### config.mk
export PLATFORM = sky130hd
export DESIGN_NAME = apple2_sd_scheduler
export DESIGN_NICKNAME = d
export VERILOG_FILES = /design/src/rtl/apple2_sd_pkg.sv /design/src/rtl/sd_sector_handshake.sv /design/src/rtl/apple2_sd_scheduler.sv
export SDC_FILE = /design/constraint.sdc
export NUM_CORES = 1
export LEC_CHECK = 0
export BUFFER_PORTS_ARGS = -buffer_cell sky130_fd_sc_hd__buf_2
export CAP_MARGIN = 40
export CORE_MARGIN = 2
export CORE_UTILIZATION = 63
export CTS_CLUSTER_DIAMETER = 30
export DETAILED_ROUTE_END_ITERATION = 16
export PLACE_DENSITY_LB_ADDON = 0.2
export SYNTH_ARGS = -nofsm -noshare
export SYNTH_HDL_FRONTEND = slang
export SYNTH_SLANG_ARGS = --single-unit
export TNS_END_PERCENT = 5
### constraint.sdc
create_clock -name clk_sys -period 4.5 [get_ports clk_sys]
set_input_delay 0.225 -clock clk_sys [delete_from_list [all_inputs] [get_ports clk_sys]]
set_output_delay 0.225 -clock clk_sys [all_outputs]
set_load 0.02 [all_outputs]
### src/rtl/apple2_sd_pkg.sv
// Shared types for the Apple II SD channel scheduler: state encoding, channel/direction codes, and the FDD job record.
package apple2_sd_pkg;
  localparam int SECTORS_PER_TRACK = 13;
  localparam int SEC_W = 4;
  localparam int REM_W = 5;

  localparam logic CHAN_FDD = 1'b0;
  localparam logic CHAN_HDD = 1'b1;
  localparam logic DIR_RD   = 1'b0;
  localparam logic DIR_WR   = 1'b1;

  typedef enum logic [1:0] {ARB, ISSUE, WAIT_RISE, WAIT_FALL} state_t;

  typedef struct packed {
    logic             dir;
    logic             chan;
    logic [31:0]      base_lba;
    logic [SEC_W-1:0] sec;
    logic [REM_W-1:0] remaining;
  } job_t;
endpackage

### src/rtl/sd_sector_handshake.sv
// One-sector SD handshake: raises rd or wr on start, drops it on the ack rise, strobes done on the ack fall.
module sd_sector_handshake (
  input  logic clk_sys,
  input  logic reset_n,
  input  logic start,
  input  logic dir,
  input  logic ack,
  output logic rd,
  output logic wr,
  output logic rise,
  output logic done
);
  logic ack_q, acked;

  // Edges only count while this sector is outstanding; stray acks are ignored.
  assign rise = (rd | wr) & ack & ~ack_q;
  assign done = acked & ~ack & ack_q;

  always_ff @(posedge clk_sys or negedge reset_n) begin
    if (!reset_n) begin
      ack_q <= 1'b0;
      acked <= 1'b0;
      rd    <= 1'b0;
      wr    <= 1'b0;
    end else begin
      ack_q <= ack;
      if (start) begin
        rd    <= ~dir;
        wr    <= dir;
        acked <= 1'b0;
      end else if (rise) begin
        rd    <= 1'b0;
        wr    <= 1'b0;
        acked <= 1'b1;
      end else if (done) begin
        acked <= 1'b0;
      end
    end
  end
endmodule

### src/rtl/apple2_sd_scheduler.sv
// Arbitrates the single SD sector channel between the Disk II track buffer and the HDD sector buffer.
module apple2_sd_scheduler #(
  parameter int SECTORS_PER_TRACK = apple2_sd_pkg::SECTORS_PER_TRACK,
  parameter int TRACK_W           = 6
) (
  input  logic               clk_sys,
  input  logic               reset_n,
  input  logic [TRACK_W-1:0] track,
  input  logic               fdd_mounted,
  input  logic               fdd_present,
  input  logic               fdd_dirty_set,
  input  logic               hdd_read,
  input  logic               hdd_write,
  input  logic [31:0]        hdd_lba,
  input  logic               sd_ack,
  output logic [31:0]        sd_lba,
  output logic               sd_rd,
  output logic               sd_wr,
  output logic               sd_chan,
  output logic [3:0]         fdd_sec,
  output logic               cpu_wait_fdd,
  output logic               cpu_wait_hdd
);
  import apple2_sd_pkg::*;

  state_t             state, next;
  job_t               job;
  logic [TRACK_W-1:0] cur_track;
  logic               fdd_loaded, dirty, mount_pend;
  logic               rd_pend, wr_pend, cur_dir;
  logic [31:0]        hdd_lba_q;
  logic               hdd_pend, need, fdd_go, hdd_go, job_start;
  logic               issue, sector_done, ack_rise, ack_done;

  function automatic logic [31:0] track_lba(input logic [TRACK_W-1:0] t);
    return 32'(SECTORS_PER_TRACK) * 32'(t);
  endfunction

  function automatic job_t make_job(input logic dir, input logic [31:0] base);
    job_t j;
    j.dir       = dir;
    j.chan      = CHAN_FDD;
    j.base_lba  = base;
    j.sec       = '0;
    j.remaining = REM_W'(SECTORS_PER_TRACK);
    return j;
  endfunction

  assign hdd_pend     = rd_pend | wr_pend;
  assign need         = (track != cur_track) || mount_pend;
  assign fdd_go       = (state == ARB) && (job.remaining != '0) && !hdd_pend;
  assign hdd_go       = (state == ARB) && !fdd_go && hdd_pend;
  assign job_start    = (state == ARB) && (job.remaining == '0) && !hdd_pend && need;
  assign cpu_wait_fdd = (job.remaining != '0);
  assign cpu_wait_hdd = hdd_pend;

  always_ff @(posedge clk_sys or negedge reset_n) begin
    if (!reset_n) state <= ARB;
    else          state <= next;
  end

  always_comb begin
    next = state;
    case (state)
      ARB:       if (fdd_go || hdd_go) next = ISSUE;
      ISSUE:     next = WAIT_RISE;
      WAIT_RISE: if (ack_rise) next = WAIT_FALL;
      WAIT_FALL: if (ack_done) next = ARB;
      default:   next = ARB;
    endcase
  end

  always_comb begin
    issue       = (state == ISSUE);
    sector_done = (state == WAIT_FALL) && ack_done;
  end

  always_ff @(posedge clk_sys or negedge reset_n) begin
    if (!reset_n) begin
      job        <= '0;
      cur_track  <= '0;
      fdd_loaded <= 1'b0;
      dirty      <= 1'b0;
      mount_pend <= 1'b0;
      rd_pend    <= 1'b0;
      wr_pend    <= 1'b0;
      cur_dir    <= 1'b0;
      hdd_lba_q  <= '0;
      sd_lba     <= '0;
      sd_chan    <= 1'b0;
      fdd_sec    <= '0;
    end else begin
      if (fdd_go) begin
        sd_lba  <= job.base_lba + 32'(job.sec);
        sd_chan <= job.chan;
        fdd_sec <= job.sec;
        cur_dir <= job.dir;
      end
      if (hdd_go) begin
        sd_lba  <= hdd_lba_q;
        sd_chan <= CHAN_HDD;
        cur_dir <= wr_pend ? DIR_WR : DIR_RD;
      end

      if (job_start) begin
        if (!fdd_present) begin
          cur_track  <= track;
          fdd_loaded <= 1'b0;
          mount_pend <= 1'b0;
        end else if (dirty && fdd_loaded && !mount_pend) begin
          job   <= make_job(DIR_WR, track_lba(cur_track));
          dirty <= 1'b0;
        end else begin
          job        <= make_job(DIR_RD, track_lba(track));
          cur_track  <= track;
          mount_pend <= 1'b0;
        end
      end

      if (sector_done) begin
        if (sd_chan == CHAN_HDD) begin
          if (cur_dir == DIR_WR) wr_pend <= 1'b0;
          else                   rd_pend <= 1'b0;
        end else begin
          job.sec       <= job.sec + 1'b1;
          job.remaining <= job.remaining - 1'b1;
          if (job.remaining == REM_W'(1)) begin
            // A finished write-back chains straight into the load so the CPU stall never gaps.
            if (job.dir == DIR_WR) begin
              job        <= make_job(DIR_RD, track_lba(track));
              cur_track  <= track;
              mount_pend <= 1'b0;
            end else begin
              fdd_loaded <= 1'b1;
            end
          end
        end
      end

      // Request latching comes last so a new pulse wins over a same-cycle clear.
      if (hdd_read)  rd_pend <= 1'b1;
      if (hdd_write) wr_pend <= 1'b1;
      if (hdd_read || hdd_write) hdd_lba_q <= hdd_lba;
      if (fdd_mounted) begin
        mount_pend <= 1'b1;
        dirty      <= 1'b0;
      end
      if (fdd_dirty_set) dirty <= 1'b1;
    end
  end

  sd_sector_handshake u_hs (
    .clk_sys (clk_sys),
    .reset_n (reset_n),
    .start   (issue),
    .dir     (cur_dir),
    .ack     (sd_ack),
    .rd      (sd_rd),
    .wr      (sd_wr),
    .rise    (ack_rise),
    .done    (ack_done)
  );
endmodule

==> flow_metrics.env <==
export IMPL_start_kind="flop"
export IMPL_yosys_area_top_type="dfrtp_1"
export IMPL_rsz0062_at_grt="no"
export IMPL_gp_congestion=0.883
export IMPL_final_cell_area_sq_um=8390
export IMPL_place_area_sq_um=7700
export IMPL_wirelength_um=16500
export IMPL_cp_end_kind="flop"
export IMPL_grt_max_degree=70
export IMPL_die_h_um=111
export IMPL_cp_data_required_time_ps=4810
export IMPL_drive_above_1_share=0.233
export IMPL_fill_cells=721
export IMPL_p_per_area_nw_per_um2=510
export IMPL_maxCapViolCount=0
export IMPL_async_reset_ff_frac=1.00
export IMPL_hpwl_um=11500
export IMPL_synth_area_per_cell_sq_um=10.6
export IMPL_antenna_found_initial=0
export IMPL_synth_cell_types=65
export IMPL_leakage_uw=0.00396
export IMPL_grt_ovfl_total=0
export IMPL_insertedDiodeCount=0
export IMPL_netlist_top_cells_area="dfrtp_1, ha_1, mux2_2, and3_1, o21ai_0"
export IMPL_synth_top_area_share=0.455
export IMPL_core_sq_um=10900
export IMPL_syn_cell_area_sq_um=7150
export IMPL_finClkSkew_ps=7.83
export IMPL_pin_count=87
export IMPL_outcome="finished, violations left"
export IMPL_syn_num_nets=772
export IMPL_ir_drop_mv=0.440
export IMPL_die_w_um=111
export IMPL_synth_seq_cells=130
export IMPL_ys_warn_count=0
export IMPL_tightest_slew_ps=850
export IMPL_clockBufferDepth=2
export IMPL_final_setup_tns_ps=0
export IMPL_initial_core_util=0.654
export IMPL_cts_buffers=17
export IMPL_path_max_fanout=5
export IMPL_whs_ps=-5.88
export IMPL_drc_errors=0
export IMPL_cts_htree_levels=4
export IMPL_slew_headroom=0.433
export IMPL_clk_latency_ps=420
export IMPL_synth_edf_count=0
export IMPL_num_rows=38
export IMPL_finalHoldViolations=15
export IMPL_fmax_mhz=358
export IMPL_dp_cells=881
export IMPL_fin_crit_sh=0.621
export IMPL_drtIter0Drc=385
export IMPL_cts_resized=0
export IMPL_viasPerCell=6.13
export IMPL_wl_met1_um=7080
export IMPL_setup_viol=0
export IMPL_synth_common_cells="dfrtp_1, ha_1, nand2_1"
export IMPL_hold_class="in -> async"
export IMPL_topRoutingLayerUsed="met4"
export IMPL_seq_area_frac_synth=0.455
export IMPL_io_buffers=86
export IMPL_dr_wl_met3_um=690
export IMPL_dr_pass1_iters=5
export IMPL_synth_cells=675
export IMPL_arrival_ps=3100
export IMPL_track_usage=0.283
export IMPL_die_area_sq_um=12200
export IMPL_clkSinkCount=130
export IMPL_antenna_left=0
export IMPL_instances_no_fill=916
export IMPL_cts_tree="yes"
export IMPL_min_period_ps=2790
export IMPL_grt_pass1_wl_um=28100
export IMPL_cts_clk_slew_worst_paths_ps=60
export IMPL_area_growth_pct=17.3
export IMPL_routed_wl_met2_um=8520
export IMPL_grt_pass1_vias=5764
export IMPL_cts_root_buf="clkbuf_16"
export IMPL_synth_most_common_cell="dfrtp_1"
export IMPL_post_drt_wl_per_cell_um=18.0
export IMPL_nNetsFinal=860
export IMPL_violations="negative hold slack"
export IMPL_crit_type="reg -> reg"
export IMPL_finalMaxSlewViolations=0
export IMPL_synthFlopType="dfrtp_1"
export IMPL_vias=5614
worst max-delay path, stage by stage (launching register included):
cell	delay [ps]
dfrtp_1	440
ha_1	350
fa_1	520
fa_1	510
a211oi_1	270
o21bai_1	100
a21oi_1	190
xnor2_1	80
o211a_1	220
final timing paths:
kind,start,end,slack [ps],cells after the start
max in group asynchronous,reset_n,job[17]$_DFF_PN0_,3920,2
min in group clk_sys,fdd_dirty_set,dirty$_DFFE_PN0P_,10,2
worst min-delay path,reset_n,job[39]$_DFF_PN0_,-6,2
worst min register to register,hdd_lba_q[15]$_DFFE_PN0P_,sd_lba[15]$_DFFE_PN0P_,500,2
worst max register to register,cur_track[1]$_DFF_PN0_,job[18]$_DFF_PN0_,1710,8
worst max-delay path,cur_track[1]$_DFF_PN0_,job[18]$_DFF_PN0_,1710,8
power by group:
| group | total (uW) | internal (uW) | leakage [uW] | switching (uW) |
|---|---|---|---|---|
| Sequential | 1550 | 1390 | 0.00161 | 161 |
| Clock | 1500 | 998 | 0.000323 | 500 |
| Combinational | 1220 | 496 | 0.00203 | 727 |
cells by family (layout without fill, tap and decap cells):
group,Yosys count,after routing,synth area share
multiplexers,53,53,0.0810
adder cells (fa/ha/maj),51,51,0.0966
AND/OR/NAND/NOR,201,201,0.155
AO/OA/AOI/OAI,141,141,0.133
buffers and inverters,63,164,0.0353
XOR/XNOR,36,36,0.0441
flip-flops,130,130,0.455
per-stage QoR:
stage	hold slack [ps]	util	setup WS, ps	power [uW]
final	-5.88	0.767	1710	4270
after global routing	5.48	0.767	1550	4490
after detailed placement	404	0.705	1720	2750
after global placement	395	0.703	1800	2670
after floorplan	-70.6	-	1900	2360
after CTS	3.21	0.766	1700	4270
cells in the final DEF (no fill, tap or decap), drive strengths merged, types with 15 or more instances in the layout:
cell type  count
a22oi         19
nor2          27
ha            44
dfrtp        130
clkbuf        23
nor3          28
nand2         44
mux2          39
buf           94
xnor2         23
o21ai         45
a21oi         23
nand3         15
inv           37
and3          35
routing by layer:
layer | vias to the layer above | global-route usage
met4 | 0 | 0.0808
met5 | - | 0
met3 | 28 | 0.0648
met1 | 2797 | 0.363
met2 | 153 | 0.483
li1 | 2636 | -
cell type report:
cell class	instances	area (sq um)	share of cell area
repair buffers	96	528	0.0630
well taps	140	175	0.0209
clock buffers	23	498	0.0594
multi-input cells	482	3650	0.435
clock inverters	9	149	0.0178
flip-flops and latches	130	3250	0.388
inverters	36	135	0.0161
timing repair:
item                      CTS  global route
hold buffers                2             0
setup buffers               0             0
hold endpoints to repair    2             0
registers in the layout, summed over array words and instances (netlist names), 2 cells and up:
| register | flops |
|---|---|
| fdd_sec | 4 |
| job | 43 |
| state | 2 |
| sd_lba | 32 |
| cur_track | 6 |
| hdd_lba_q | 32 |
No activity file was read; power rests on OpenSTA's default activity.
